## src/rtl/mux_scan_n_pkg.sv

```systemverilog
// mux_scan_n_pkg: shared mode encodings and a width helper for the scanning mux
package mux_scan_n_pkg;

    localparam logic MODE_MANUAL = 1'b0;
    localparam logic MODE_SCAN   = 1'b1;

    // Ceiling log2 usable in parameter expressions; returns 0 for n <= 1
    function automatic int clog2_f(input int n);
        int r;
        r = 0;
        while ((1 << r) < n) r++;
        return r;
    endfunction

endpackage

```

## src/rtl/mux_scan_n_rr.sv

```systemverilog
// rr_next_ch: circular first-one search over a channel mask starting at a given index
module rr_next_ch #(
    parameter int CHANNELS = 8,
    parameter int SEL_W    = 3
) (
    input  logic [CHANNELS-1:0] mask,
    input  logic [SEL_W-1:0]    start,
    output logic [SEL_W-1:0]    idx,
    output logic                found
);

    // start + off folded back into 0..CHANNELS-1; start is always a legal index
    function automatic logic [SEL_W-1:0] wrap(input logic [SEL_W-1:0] s, input int off);
        int t;
        t = int'(s) + off;
        return SEL_W'(t >= CHANNELS ? t - CHANNELS : t);
    endfunction

    // Walk offsets from farthest to nearest so the nearest set bit wins
    always_comb begin
        idx   = '0;
        found = |mask;
        for (int i = CHANNELS - 1; i >= 0; i--)
            if (mask[wrap(start, i)]) idx = wrap(start, i);
    end

endmodule

```

## src/rtl/mux_scan_n.sv

```systemverilog
// mux_scan_n: registered N:1 mux with manual/auto-scan channel choice and a valid/ready output
module mux_scan_n
    import mux_scan_n_pkg::*;
#(
    parameter int WIDTH    = 1,
    parameter int CHANNELS = 8,
    parameter int SEL_W    = clog2_f(CHANNELS),
    parameter int HOLD     = 4
) (
    input  logic                      clk,
    input  logic                      rst_n,
    input  logic [CHANNELS*WIDTH-1:0] inData,
    input  logic [SEL_W-1:0]          inS,
    input  logic [CHANNELS-1:0]       inMask,
    input  logic                      inMode,
    input  logic                      inEn,
    input  logic                      out_ready,
    output logic [WIDTH-1:0]          Y,
    output logic [SEL_W-1:0]          out_ch,
    output logic                      out_valid,
    output logic                      out_err
);

    localparam int DCNT_W = (HOLD > 1) ? clog2_f(HOLD) : 1;

    logic [WIDTH-1:0]  y_q, y_d;
    logic [SEL_W-1:0]  ch_q, ch_d;
    logic              valid_q, valid_d;
    logic              err_q, err_d;
    logic [SEL_W-1:0]  ptr_q, ptr_d;
    logic [DCNT_W-1:0] dcnt_q, dcnt_d;
    logic              mode_q, mode_d;

    logic [SEL_W-1:0]  scan_ch, sel_ch;
    logic              scan_found, man_err, resolved, slot_free, capture, mode_chg, scan;
    logic [DCNT_W-1:0] dcnt_eff;
    logic [WIDTH-1:0]  sel_data;
    logic [WIDTH-1:0]  terms [CHANNELS];

    rr_next_ch #(
        .CHANNELS(CHANNELS),
        .SEL_W   (SEL_W)
    ) u_rr (
        .mask (inMask),
        .start(ptr_q),
        .idx  (scan_ch),
        .found(scan_found)
    );

    assign scan      = inMode == MODE_SCAN;
    assign sel_ch    = scan ? scan_ch : inS;
    assign man_err   = int'(inS) >= CHANNELS;
    assign resolved  = scan ? scan_found : 1'b1;
    assign slot_free = !valid_q || out_ready;
    assign capture   = inEn && slot_free && resolved;
    assign mode_chg  = inMode != mode_q;
    assign dcnt_eff  = mode_chg ? '0 : dcnt_q;

    // Each channel contributes only when selected, so an out-of-range select reads as zero
    genvar g;
    generate
        for (g = 0; g < CHANNELS; g++) begin : g_term
            assign terms[g] = (sel_ch == SEL_W'(g)) ? inData[g*WIDTH +: WIDTH] : '0;
        end
    endgenerate

    // OR together the gated channel terms
    always_comb begin
        sel_data = '0;
        for (int i = 0; i < CHANNELS; i++) sel_data = sel_data | terms[i];
    end

    // Next state: capture loads the output slot; scan captures also advance the dwell/pointer
    always_comb begin
        mode_d  = inMode;
        y_d     = y_q;
        ch_d    = ch_q;
        err_d   = err_q;
        ptr_d   = ptr_q;
        dcnt_d  = dcnt_eff;
        valid_d = slot_free ? capture : valid_q;
        if (capture) begin
            y_d   = sel_data;
            ch_d  = sel_ch;
            err_d = !scan && man_err;
            if (scan) begin
                ptr_d  = (int'(dcnt_eff) == HOLD - 1)
                       ? ((int'(scan_ch) == CHANNELS - 1) ? '0 : scan_ch + 1'b1)
                       : scan_ch;
                dcnt_d = (int'(dcnt_eff) == HOLD - 1) ? '0 : dcnt_eff + 1'b1;
            end
        end
    end

    // State registers, cleared asynchronously so a pending sample is dropped on reset
    always_ff @(posedge clk or negedge rst_n) begin
        if (!rst_n) begin
            y_q     <= '0;
            ch_q    <= '0;
            valid_q <= 1'b0;
            err_q   <= 1'b0;
            ptr_q   <= '0;
            dcnt_q  <= '0;
            mode_q  <= MODE_MANUAL;
        end else begin
            y_q     <= y_d;
            ch_q    <= ch_d;
            valid_q <= valid_d;
            err_q   <= err_d;
            ptr_q   <= ptr_d;
            dcnt_q  <= dcnt_d;
            mode_q  <= mode_d;
        end
    end

    assign Y         = y_q;
    assign out_ch    = ch_q;
    assign out_valid = valid_q;
    assign out_err   = err_q;

endmodule

```

## config.mk

```make
export PLATFORM = sky130hd
export DESIGN_NAME = mux_scan_n
export DESIGN_NICKNAME = d
export VERILOG_FILES = /design/src/rtl/mux_scan_n_pkg.sv /design/src/rtl/mux_scan_n_rr.sv /design/src/rtl/mux_scan_n.sv
export SDC_FILE = /design/constraint.sdc
export NUM_CORES = 1
export LEC_CHECK = 0
export BUFFER_PORTS_ARGS = -buffer_cell sky130_fd_sc_hd__buf_2
export CORE_ASPECT_RATIO = 0.6
export CORE_MARGIN = 5
export CORE_UTILIZATION = 41
export CTS_BUF_LIST = sky130_fd_sc_hd__clkbuf_8
export CTS_CLUSTER_SIZE = 10
export DETAILED_ROUTE_END_ITERATION = 7
export GPL_ROUTABILITY_DRIVEN = 1
export PLACE_DENSITY = 0.62
export RECOVER_POWER = 50
export SLEW_MARGIN = 0
export SYNTH_ARGS = -nofsm -noshare
export SYNTH_HDL_FRONTEND = slang
export SYNTH_SLANG_ARGS = --single-unit
```

## constraint.sdc

```tcl
create_clock -name clk -period 5.6 [get_ports clk]
set_clock_uncertainty 0.2 [all_clocks]
set_input_delay 0.28 -clock clk [delete_from_list [all_inputs] [get_ports clk]]
set_output_delay 0.28 -clock clk [all_outputs]
set_load 0.03 [all_outputs]
```

# Yosys cells after proc, flatten, opt, wreduce, memory -nomap -nowiden
# Cells that the tools add are included.
word_totals:
  reg_bits: 11
  inputBits: 24
  out_inout_bits: 6
  wordCells: 111
classes:
  add_sub_neg: 17
  magnitude_cmp: 16
  n_eq_ne: 10
  mux: 48
  n_bitwise: 7
  n_reduce_logical: 7
op_table:
  columns: ["operator", "count"]
  rows:
  - ["2-to-1 mux 3 bit", 19]
  - ["less-than comparator 3 x 4 -> 1 bit (second input constant)", 8]
  - [">= comparator 4 bit (second input constant)", 7]
  - ["binary-select mux 1 bit (select 3 bit)", 8]
  - ["subtractor 3 x 1 -> 3 bit (second input constant)", 8]
  - ["2-to-1 mux 1 bit", 17]
  - ["adder 3 x 3 -> 4 bit (second input constant)", 4]
  - ["equality test 3 bit (second input constant)", 4]
  - ["adder 3 x 2 -> 4 bit (second input constant)", 2]
  - ["2-to-1 mux 2 bit", 4]
  - ["OR reduction 8 bit", 1]
  - ["OR 1 bit", 7]
  - ["equality test 3 x 1 -> 1 bit (second input constant)", 2]
  - ["equality test 3 x 2 -> 1 bit (second input constant)", 2]
  - ["adder 3 x 1 -> 4 bit (second input constant)", 1]
  - [">= comparator 3 x 4 -> 1 bit (second input constant)", 1]
  - ["adder 3 x 1 -> 3 bit (second input constant)", 1]
  - ["zero test 3 bit", 1]
  - ["adder 2 x 1 -> 2 bit (second input constant)", 1]
  - ["equality test 2 x 1 -> 1 bit (second input constant)", 1]
  - ["logical AND 1 bit", 2]
  - ["AND reduction 2 bit", 1]
  - ["zero test 1 bit", 1]
  - ["logical OR 1 bit", 1]
  - ["!= test 1 bit", 1]

# Logic depth before layout (Yosys ltp)
# Gate-level depths: netlist of run 1.
depth:
  word_depth: 23
  mapped_depth: 14
  depth_no_buf: 11

# Modules after synthesis
# Synthesis of run 1 repeated with hierarchy kept, for this count alone.
unflattened:
  cells_unflattened: 134
  area_unflattened_um2: 1427.6
modules_own_cells:
  columns: ["mod", "instances", "cells_per_inst", "area_each_um2", "seq_area_each_um2"]
  rows:
  - ["rr_next_ch", 1, 83, 820.8, 0.0]
  - ["mux_scan_n", 1, 51, 606.8, 275.3]

# Worst setup path after synthesis of run 1
# Ideal clock, no wire load.
synth_timing:
  kind: "reg-to-reg"
  from: "reg ptr_q[0]"
  to: "reg y_q, in the netlist Y"
  setup_time_ns: 0.120
  t_arrival_ns: 3.154
  required_time_ns: 5.280
  path_slack_ns: 2.126
  stages_incl_launch_ff: 14
  path_buffers: 2
  period_less_slack_ns: 3.474
  path_cell_list: "dfrtp_1 > buf_6 > inv_1 > ha_1 > xor2_4 > mux2_4 > a221oi_4 > nor2_1 > a221oi_2 > a31o_1 > buf_6 > mux2i_1 > nand4_1 > a41o_1"
synth_between:
  elab_chain_len: 23
  word_cells_on_any_way: 79
  cone_classes: "15 x add/sub; 8 x order compare; 7 x eq/ne; 41 x mux; 7 x bitwise; 1 x reduce/logical"
synth_lines:
  columns: ["element", "line_no", "source"]
  rows:
  - ["start, declared", "mux_scan_n.sv:30", "logic [SEL_W-1:0] ptr_q, ptr_d;"]
  - ["start signal, assigned", "mux_scan_n.sv:110", "ptr_q <= ptr_d;"]
  - ["adder 3 x 3 -> 4 bit", "mux_scan_n_rr.sv:15", "t = int'(s) + off;"]
  - [">= comparator 4 bit or subtractor 3 x 1 -> 3 bit (tied branches)", "mux_scan_n_rr.sv:16", "return SEL_W'(t >= CHANNELS ? t - CHANNELS : t);"]
  - ["2-to-1 mux 3 bit", "mux_scan_n_rr.sv:16", null]
  - ["binary-select mux 1 bit (select 3 bit)", "mux_scan_n_rr.sv:24", "if (mask[wrap(start, i)]) idx = wrap(start, i);"]
  - ["2-to-1 mux 1 bit (implied by the code)", "mux_scan_n_rr.sv:24", null]
  - ["2-to-1 mux 3 bit (7 in a row)", "mux_scan_n_rr.sv:24", null]
  - ["2-to-1 mux 3 bit (*)", "mux_scan_n_rr.sv:24", null]
  - ["2-to-1 mux 3 bit (*)", "mux_scan_n.sv:51", "assign sel_ch = scan ? scan_ch : inS;"]
  - ["equality test 3 x 1 -> 1 bit or zero test 3 bit (tied branches)", "mux_scan_n.sv:63", "assign terms[g] = (sel_ch == SEL_W'(g)) ? inData[g*WIDTH +: WIDTH] : '0;"]
  - ["2-to-1 mux 1 bit", "mux_scan_n.sv:63", null]
  - ["OR 1 bit (6 in a row)", "mux_scan_n.sv:70", "for (int i = 0; i < CHANNELS; i++) sel_data = sel_data | terms[i];"]
  - ["OR 1 bit (*)", "mux_scan_n.sv:70", null]
  - ["end signal, assigned", "mux_scan_n.sv:106", "y_q <= y_d;"]
  - ["end, declared", "mux_scan_n.sv:26", "logic [WIDTH-1:0] y_q, y_d;"]
# Every way passes the cells marked *; elsewhere a longest branch is shown, timed or not. The select of a mux whose other input is x is not followed.
# A chain may end at the register's enable or synchronous reset.

# Final worst setup path of run 1
# Same ends and word-level chain as after synthesis.

==> results of run 1 <==
stage by stage:
stage	cell area, um2	instances	util, %
2_1_floorplan	1820	189	-
3_3_place_gp	1920	259	45.8
3_5_place_dp	1920	259	45.8
4_1_cts	1970	264	47.1
5_1_grt	1970	264	47.0
6_report	1970	264	47.0
cells by family (layout without fill, tap and decap cells):
| group | Yosys count | in the layout | share of synthesized area, % |
|---|---|---|---|
| compound gates | 42 | 42 | 19.4 |
| xor+xnor | 8 | 8 | 4.89 |
| fa+ha+maj | 3 | 3 | 2.07 |
| buf+inv | 29 | 44 | 8.82 |
| flops | 11 | 11 | 15.2 |
| mux | 47 | 47 | 36.5 |
| other cells | 1 | 1 | 0.207 |
| simple gates | 48 | 48 | 13.0 |
sequential cells by signal, summed over array words and instances, names as in the netlist:
register / cells
ptr_q: 3
dcnt_q: 2
out_valid: 1
Y: 1
out_ch: 3
mode_q: 1
worst paths after layout:
check | slack, ns | depth (start not counted) | end
setup / recovery | 1.33 | 11 | Y$_DFFE_PN0P_
min in group asynchronous | 0.34 | 2 | mode_q$_DFF_PN0_
setup reg to reg | 1.33 | 11 | Y$_DFFE_PN0P_
max in group asynchronous | 4.47 | 2 | dcnt_q[0]$_DFF_PN0_
hold reg to reg | 0.28 | 2 | out_ch[0]$_DFFE_PN0P_
hold / removal | 0.1 | 3 | out_valid$_DFFE_PN0N_
cells in the final DEF, fill, tap and decap left out, drive strengths merged, types with 3 or more instances in the layout:
master   n
a31o     4
a221oi   4
nor3     5
a21oi    5
nand2   12
ha       3
buf     27
nor2    14
a211oi   8
dfrtp   11
xor2     5
mux2    15
mux2i   19
mux4    13
inv      9
clkbuf   6
xnor2    3
o21ai    6
and2     3
power breakdown:
part	internal, mW	switching (mW)
combinational	0.465	0.585
clock	0.0483	0.0322
sequential	0.105	0.0308
total	0.618	0.648
area by class of cell:
cell class                 count  area (um2)
clock buffer                   3        41.3
clock inverter                 1        3.75
multi-input combinational    149        1380
sequential                    11         275
fill                         415        2220
tap                           60        75.1
inverter                       9        33.8
timing repair buffer          31         161
worst max-delay path, stage by stage, from the launching register on:
cell,delay (ns)
dfrtp_1,0.32
buf_4,0.28
inv_1,0.22
ha_1,0.87
mux2_2,0.44
mux4_2,0.55
a211oi_2,0.24
a2bb2oi_2,0.17
a31o_1,0.30
mux2i_1,0.22
nand4_1,0.10
a41o_1,0.24
layer usage:
| layer | share of wire (%) | wire length, um | vias to the layer above | global-route usage (%) |
|---|---|---|---|---|
| met2 | 40 | 1890 | 78 | 21.6 |
| met5 | 0 | 0 | - | 0 |
| li1 | - | - | 745 | - |
| met3 | 11 | 520 | 5 | 5.01 |
| met1 | 48 | 2220 | 768 | 26.4 |
| met4 | 0.79 | 37 | 0 | 4.25 |
==> impl_metrics.yaml, run 1 <==
outcome:
  run_status: "completed"
timing:
  setup_viol: 0
  totalNegativeSetupSlack_ns: 0
  timing.max_slew.rel_slack_pct: 41.9
  rsz0062_at_grt: "no"
  max_slew_violation_count: 0
  postLayoutSetupSlackWorst_ns: 1.33
  finalCriticalPeriod_ns: 4.27
  clock.fmax_ghz: 0.234
  final.period_utilization_pct: 76.3
  tightestPinTransition_ns: 0.872
  final_hold_violation_count: 0
  fin_worst_hold_slack_ns: 0.0977
yosys:
  async_flop_share_pct: 100
  synth_seq_cells: 11
  synth_top_area_cell: "mux4_2"
  synth.lib_cells_used.distinct: 52
  synth.avg_cell_area_um2: 9.61
  yosysWarningCount: 0
  yosys.cell_count.top_type: "mux2i_1"
  synth_flop_cell: "dfrtp_1"
  ys_top_cells_by_count: "mux2i_1, nor2_1, mux4_2"
  count_of_mapped_cells_out_of_synthesis: 189
  synth_edf_count: 0
  syn_std_cell_area_um2: 1820
  netlist_top_cells_area: "mux4_2, dfrtp_1, mux2i_1"
  synth_top_cell_area_share_pct: 16.1
  mappedNetlistNets: 216
  register_area_share_after_synthesis_pct: 15.2
clock_tree:
  cts_resized: 0
  htree_num_levels: 1
  cts.repair_timing.setup_buffer_count: 0
  postCtsHoldBufs: 1
  clock_insertion_delay_worst_skew_ns: 0.24
  clock_tree.buffer_depth: 2
  ctsRootBufferMaster: "clkbuf_8"
  numClockSinks: 11
  clk_pin_slew_ns: 0.05
  cts_tree: "done"
  numCtsBuffers: 3
routing:
  detail_route.first_pass.iterations: 4
  num_vias: 1596
  post-route-drc-count: 0
  drt-vias-per-instance: 6.05
  detail_route.wl_per_cell_um: 17.7
  drt_iter0_markers: 166
  detail_route.wirelength_um: 4670
  ant_nets: 0
setup_path:
  startpoint: "ptr_q[0]$_DFFE_PN0P_"
  timing.critical_path.to_type: "register"
  worst_setup_path_start_kind: "register"
  kind_of_critical_path: "register to register"
  timing.critical_path.fanout_max: 21
  crit_required_ns: 5.53
  worst-endpoint-arrival_ns: 4.20
  beginning_of_the_worst_register_to_register_path: "ptr_q[0]$_DFFE_PN0P_"
placement:
  port-buffer-count: 28
  gp_congestion: 0.864
  dpl.hpwl_um: 3550
  dp_slack_ns: 1.30
floorplan:
  floorplan.core_area_um2: 4190
  floorplan.die.height_um: 61.5
  die_width_um: 95.9
  top_level_ports: 30
  placementRows: 18
  initial_utilization_pct: 43.3
  die_area_um2: 5900
global_routing:
  grt_max_degree: 22
  grt_pass1_vias: 1435
  grt_pass1_wl_um: 7530
  grt_use_total_pct: 16.8
  globalRoute.totalOverflow: 0
  grt_antenna_before_repair: 0
layout:
  antenna_cells_inserted: 0
  final_nets: 232
  layout-drive-gt1-share_pct: 31.4
  flow.area_growth_from_synthesis_pct: 8.55
pwr:
  leakage_nw: 0.799
  ir_worst_vdd_v: 0.000246
  powerDensity_nw_per_um2: 643
  total_power_mw: 1.27
hold_path:
  hold_class: "primary input to register"
  timing.hold.worst.start: "out_ready"
run:
  cap_violations: 0
(Power assumes the default switching activity.)
==> run 2: changes to the inputs <==
--- a/config.mk
+++ b/config.mk
@@ -5,6 +5,7 @@
 export SDC_FILE = /design/constraint.sdc
 export NUM_CORES = 1
 export LEC_CHECK = 0
+export ABC_AREA = 1
 export BUFFER_PORTS_ARGS = -buffer_cell sky130_fd_sc_hd__buf_2
 export CORE_ASPECT_RATIO = 0.6
 export CORE_MARGIN = 5
@@ -13,7 +14,7 @@
 export CTS_CLUSTER_SIZE = 10
 export DETAILED_ROUTE_END_ITERATION = 7
 export GPL_ROUTABILITY_DRIVEN = 1
-export PLACE_DENSITY = 0.62
+export PLACE_DENSITY = 0.67
 export RECOVER_POWER = 50
 export SLEW_MARGIN = 0
 export SYNTH_ARGS = -nofsm -noshare
==> constraint.sdc (replaced) <==
create_clock -name clk -period 3.9 [get_ports clk]
set_clock_uncertainty 0.2 [all_clocks]
set_input_delay 0.195 -clock clk [delete_from_list [all_inputs] [get_ports clk]]
set_output_delay 0.195 -clock clk [all_outputs]
set_load 0.03 [all_outputs]
==> run 2 against run 1 <==
Effect of this change:
- non-clock buffer count unchanged
- synthesized area is 26% lower
- core utilization grew 1.4 points
- via count decreased by 9.1%
- cell count grew 11%
- synthesized cell count increased by 16%
- sequential share of layout area increased by 3.8 points
- first-iteration DRC count shrank 42%
- global-route usage decreased by 0.87 points
- design area fell by 21%
- clock-buffer cell count stayed put
- hold slack gained 0.045 ns
==> impl_metrics.yaml, run 2 <==
outcome:
  run_status: "completed"
global_routing:
  grt_use_total_pct: 15.9
  globalRoute.totalOverflow: 0
  grt.busiest_layer: "met1"
  global_route.usage.met1_pct: 25.0
  grt_max_degree: 13
  grt.met2_usage_pct: 19.4
  grt_pass1_wl_um: 5650
  groute.layer.met3.usage_pct: 6.73
  grt_antenna_before_repair: 0
  grt_pass1_vias: 1224
setup_path:
  worst_setup_path_start_kind: "register"
  kind_of_critical_path: "register to register"
  timing.critical_path.to_type: "register"
  crit_required_ns: 3.79
  timing.critical_path.fanout_max: 12
  worst-endpoint-arrival_ns: 2.97
yosys:
  synth_top_cell_area_share_pct: 20.6
  netlist_top_cells_area: "dfrtp_1, nand2_1, nand3_1"
  synth_top_area_cell: "dfrtp_1"
  count_of_mapped_cells_out_of_synthesis: 219
  ys_top_cells_by_count: "nand2_1, nand3_1, inv_1"
  synth.lib_cells_used.distinct: 27
  register_area_share_after_synthesis_pct: 20.6
  synth_edf_count: 0
  mappedNetlistNets: 246
  syn_std_cell_area_um2: 1340
  synth.avg_cell_area_um2: 6.10
  synth_seq_cells: 11
  yosys.cell_count.top_type: "nand2_1"
  yosysWarningCount: 0
  async_flop_share_pct: 100
  synth_flop_cell: "dfrtp_1"
layout:
  most_common_library_cell_in_the_layout_ignoring_fill_and_taps: "nand2_1"
  most-common-layout-cells: "nand2_1, nand3_1, buf_2, inv_1, nand2_2"
  final_nets: 277
  antenna_cells_inserted: 0
  fillCellCount: 344
  layout-drive-gt1-share_pct: 23.3
  final-seq-area_um2: 275
  stdcell_area_um2: 1550
  flow.area_growth_from_synthesis_pct: 16.1
  multi_input_area_um2: 893
placement:
  dp_slack_ns: 0.891
  gp_congestion: 0.963
  placed_cell_area_um2: 1480
  port-buffer-count: 28
  dpl.hpwl_um: 3030
clock_tree:
  cts.repair_timing.setup_buffer_count: 0
  postCtsHoldBufs: 3
  ctsRootBufferMaster: "clkbuf_8"
  clock_tree.buffer_depth: 2
  clk_pin_slew_ns: 0.05
  numCtsBuffers: 3
  numClockSinks: 11
  cts_resized: 0
  htree_num_levels: 1
  cts_tree: "done"
  clock_insertion_delay_worst_skew_ns: 0.23
timing:
  finalCriticalPeriod_ns: 3.07
  timing.max_slew.rel_slack_pct: 61.5
  totalNegativeSetupSlack_ns: 0
  max_slew_violation_count: 0
  setup_viol: 0
  tightestPinTransition_ns: 0.578
  rsz0062_at_grt: "no"
  final.period_utilization_pct: 78.8
  final_hold_violation_count: 0
  clock.fmax_ghz: 0.325
  postLayoutSetupSlackWorst_ns: 0.826
floorplan:
  placementRows: 16
  top_level_ports: 30
  die_area_um2: 4530
  die_width_um: 83.7
  floorplan.core_area_um2: 3200
  initial_utilization_pct: 41.7
  floorplan.die.height_um: 54.2
run:
  cap_violations: 0
routing:
  detail_route.wirelength_um: 3620
  ant_nets: 0
  drt_iter0_markers: 97
  detail_route.wl_per_cell_um: 12.3
  detail_route.first_pass.iterations: 5
  num_vias: 1450
  post-route-drc-count: 0
  drt-vias-per-instance: 4.93
hold_path:
  hold_class: "primary input to register"
[run 2: path summary, 6_finish.rpt]
kind	slack (ns)	start	to	cells past startpoint
hold / removal	0.14	inS[0]	out_ch[0]$_DFFE_PN0P_	3
hold reg to reg	0.28	Y$_DFFE_PN0P_	Y$_DFFE_PN0P_	2
setup reg to reg	0.83	ptr_q[0]$_DFFE_PN0P_	ptr_q[1]$_DFFE_PN0P_	20
min in group asynchronous	0.27	rst_n	out_valid$_DFFE_PN0N_	2
setup / recovery	0.83	ptr_q[0]$_DFFE_PN0P_	ptr_q[1]$_DFFE_PN0P_	20
max in group asynchronous	2.85	rst_n	dcnt_q[0]$_DFF_PN0_	2
[run 2: layout make-up]
cell class	count	area share, %
well taps	45	3.63
repair buffers	31	10.7
flip-flops and latches	11	17.8
clock buffers	3	2.66
clock inverters	1	0.242
inverters	29	7.34
multi-input cells	174	57.6
[run 2: stage by stage]
stage	hold slack [ns]	instances	util (%)
floorplan	-0.301	219	-
global placement	-0.123	287	46.2
detailed placement	-0.125	287	46.2
CTS	0.138	294	48.5
global route	0.166	294	48.4
finish	0.142	294	48.4
[run 2: kinds of logic after synthesis]
| kind of cell | share of synthesized area (%) |
|---|---|
| AND/OR/NAND/NOR | 53.4 |
| AO/OA/AOI/OAI | 7.87 |
| XOR/XNOR | 2.53 |
| other | 0.281 |
| flip-flops | 20.6 |
| buffers and inverters | 12.5 |
| adder cells (fa/ha/maj) | 2.81 |
[run 2: metal layers]
layer | share of wire (%) | wire [um] | vias up
met1 | 53 | 1920 | 622
li1 | - | - | 770
met5 | 0 | 0 | -
met3 | 11 | 389 | 0
met2 | 36 | 1310 | 58
met4 | 0 | 0 | 0
[run 2: worst max-delay path, cell delays in order (launching register included)]
cell     delay (ns)
dfrtp_1        0.63
inv_2          0.18
ha_1           0.43
inv_2          0.15
nand3_1        0.11
nand3_1        0.16
nand2_2        0.09
inv_2          0.07
nand2_2        0.05
nand2_1        0.05
nand2_1        0.04
nand2_1        0.05
nand2_1        0.05
nand2_1        0.06
nand2_2        0.08
nand2_4        0.11
nand2_2        0.06
o21ai_1        0.12
inv_1          0.08
nand2_1        0.06
o21ai_0        0.07
Power of run 2 is left out: the tool's default activity adds up to more than one toggle a clock period on the data nets, which glitch-free logic cannot reach.
==> run 3: changes to the inputs <==
--- a/config.mk
+++ b/config.mk
@@ -14,7 +14,7 @@
 export CTS_CLUSTER_SIZE = 10
 export DETAILED_ROUTE_END_ITERATION = 7
 export GPL_ROUTABILITY_DRIVEN = 1
-export PLACE_DENSITY = 0.67
+export PLACE_DENSITY = 0.64
 export RECOVER_POWER = 50
 export SLEW_MARGIN = 0
 export SYNTH_ARGS = -nofsm -noshare
==> constraint.sdc (replaced) <==
create_clock -name clk -period 2.85 [get_ports clk]
set_clock_uncertainty 0.2 [all_clocks]
set_input_delay 0.1425 -clock clk [delete_from_list [all_inputs] [get_ports clk]]
set_output_delay 0.1425 -clock clk [all_outputs]
set_load 0.03 [all_outputs]
==> run 3 against run 2 <==
Effect of this change:
- clock-buffer cell count unchanged
- cell count up 1.4%
- largest cell class unchanged
- die area unchanged
- non-clock buffer count up 4
- critical endpoint unchanged
==> impl_metrics.yaml, run 3 (synthesized netlist as in run 2, its figures left out) <==
global_routing:
  grt_pass1_vias: 1304
  grt_max_degree: 12
  globalRoute.totalOverflow: 0
  grt_use_total_pct: 16.6
  grt_antenna_before_repair: 0
  grt_pass1_wl_um: 6070
placement:
  dp_slack_ns: 0.257
  dpl.hpwl_um: 2900
  gp_congestion: 0.944
  port-buffer-count: 28
  placed_cells: 291
  placed_cell_area_um2: 1510
setup_path:
  startpoint: "ptr_q[0]$_DFFE_PN0P_"
  beginning_of_the_worst_register_to_register_path: "ptr_q[0]$_DFFE_PN0P_"
  timing.critical_path.fanout_max: 7
  timing.critical_path.to_type: "register"
  crit_required_ns: 2.74
  worst_setup_path_start_kind: "register"
  kind_of_critical_path: "register to register"
  worst-endpoint-arrival_ns: 2.50
clock_tree:
  numCtsBuffers: 3
  clk_pin_slew_ns: 0.05
  numClockSinks: 11
  cts.repair_timing.setup_buffer_count: 0
  clock_tree.buffer_depth: 2
  clock_insertion_delay_worst_skew_ns: 0.23
  htree_num_levels: 1
  ctsRootBufferMaster: "clkbuf_8"
  cts_tree: "done"
layout:
  postLayoutCoreUtil_pct: 49.4
  final_nets: 281
  most_common_library_cell_in_the_layout_ignoring_fill_and_taps: "nand2_1"
  most-common-layout-cells: "nand2_1, nand3_1, buf_2, inv_1, nand2_2"
  fillCellCount: 345
  stdcell_area_um2: 1580
  post_layout_nonfiller_instances: 298
  antenna_cells_inserted: 0
  layout-drive-gt1-share_pct: 24.9
  flow.area_growth_from_synthesis_pct: 18.5
timing:
  finalCriticalPeriod_ns: 2.61
  setup_viol: 0
  fin_worst_hold_slack_ns: 0.0908
  max_slew_violation_count: 0
  timing.max_slew.rel_slack_pct: 59.5
  tightestPinTransition_ns: 0.607
  totalNegativeSetupSlack_ns: 0
  final_hold_violation_count: 0
  postLayoutSetupSlackWorst_ns: 0.239
  final.period_utilization_pct: 91.6
  rsz0062_at_grt: "no"
  clock.fmax_ghz: 0.383
hold_path:
  hold_class: "primary input to register"
  timing.hold.worst.start: "inS[0]"
floorplan:
  die_area_um2: 4530
  floorplan.core_area_um2: 3200
  floorplan.die.height_um: 54.2
  placementRows: 16
  initial_utilization_pct: 41.7
  die_width_um: 83.7
  top_level_ports: 30
pwr:
  total_power_mw: 2.28
  ir_worst_vdd_v: 0.000712
  internal_portion_of_total_power_mw: 0.945
  p_clk_share_pct: 6.5
  powerDensity_nw_per_um2: 1440
  p_comb_share_pct: 82.1
  seq_power_share_pct: 11.4
  leakage_nw: 0.891
  switching_power_mw: 1.34
  sw_ratio_pct: 58.6
routing:
  num_vias: 1449
  post-route-drc-count: 0
  ant_nets: 0
  detail_route.wirelength_um: 3440
  drt-vias-per-instance: 4.86
  detail_route.first_pass.iterations: 4
  detail_route.wl_per_cell_um: 11.6
  drt_iter0_markers: 153
outcome:
  run_status: "completed"
run:
  cap_violations: 0
## run 3: cell types whose count changed in the layout (fill, tap and decap cells not counted), sizes merged
cell    before  now
buf         25   30
clkbuf       6    5
## run 3: final cells by class
cell class / instances / area (um2) / area share [%]
flip-flops and latches: 11 / 275 / 17.4
inverters: 29 / 114 / 7.20
repair buffers: 35 / 198 / 12.5
multi-input cells: 174 / 893 / 56.5
clock buffers: 3 / 41.3 / 2.61
well taps: 45 / 56.3 / 3.56
clock inverters: 1 / 3.75 / 0.237
## run 3: layer usage
| layer | global-route usage [%] | vias to the layer above | routed length [um] |
|---|---|---|---|
| met3 | 3.36 | 0 | 261 |
| li1 | - | 780 | - |
| met5 | 0 | - | 0 |
| met2 | 23.1 | 55 | 1330 |
| met4 | 1.60 | 0 | 0 |
| met1 | 26.3 | 614 | 1850 |
## run 3: path summary, 6_finish.rpt
path	end	slack (ns)	depth (start not counted)
worst max register to register	ptr_q[1]$_DFFE_PN0P_	0.24	20
min in group asynchronous	out_ch[2]$_DFFE_PN0P_	0.23	2
worst min register to register	Y$_DFFE_PN0P_	0.27	2
worst min-delay path	out_ch[0]$_DFFE_PN0P_	0.09	3
worst max-delay path	ptr_q[1]$_DFFE_PN0P_	0.24	20
max in group asynchronous	mode_q$_DFF_PN0_	1.83	2
## run 3: repair_timing
action | CTS | global route
endpoints found under the hold margin | 13 | 0
setup endpoints to repair | 0 | 0
resized for setup | 0 | 0
hold buffers | 3 | 0
## run 3: critical path, cell delays in order, from the launching register on
cell	delay, ns
dfrtp_1	0.36
inv_2	0.05
ha_1	0.39
inv_2	0.16
nand3_1	0.12
nand3_1	0.14
nand2_2	0.08
inv_2	0.07
nand2_2	0.05
nand2_1	0.05
nand2_1	0.05
nand2_1	0.05
nand2_1	0.04
nand2_1	0.06
nand2_2	0.07
nand2_4	0.10
nand2_2	0.08
o21ai_1	0.13
inv_1	0.08
nand2_1	0.05
o21ai_0	0.07
## run 3: power groups by stage
| stage | combinational (mW) | sequential [mW] | clock (mW) |
|---|---|---|---|
| finish | 1.87 | 0.259 | 0.149 |
| global route | 2.14 | 0.266 | 0.166 |
| CTS | 1.86 | 0.260 | 0.156 |
| detailed placement | 1.85 | 0.262 | 0 |
| global placement | 1.88 | 0.261 | 0 |
| floorplan | 1.48 | 0.297 | 0 |
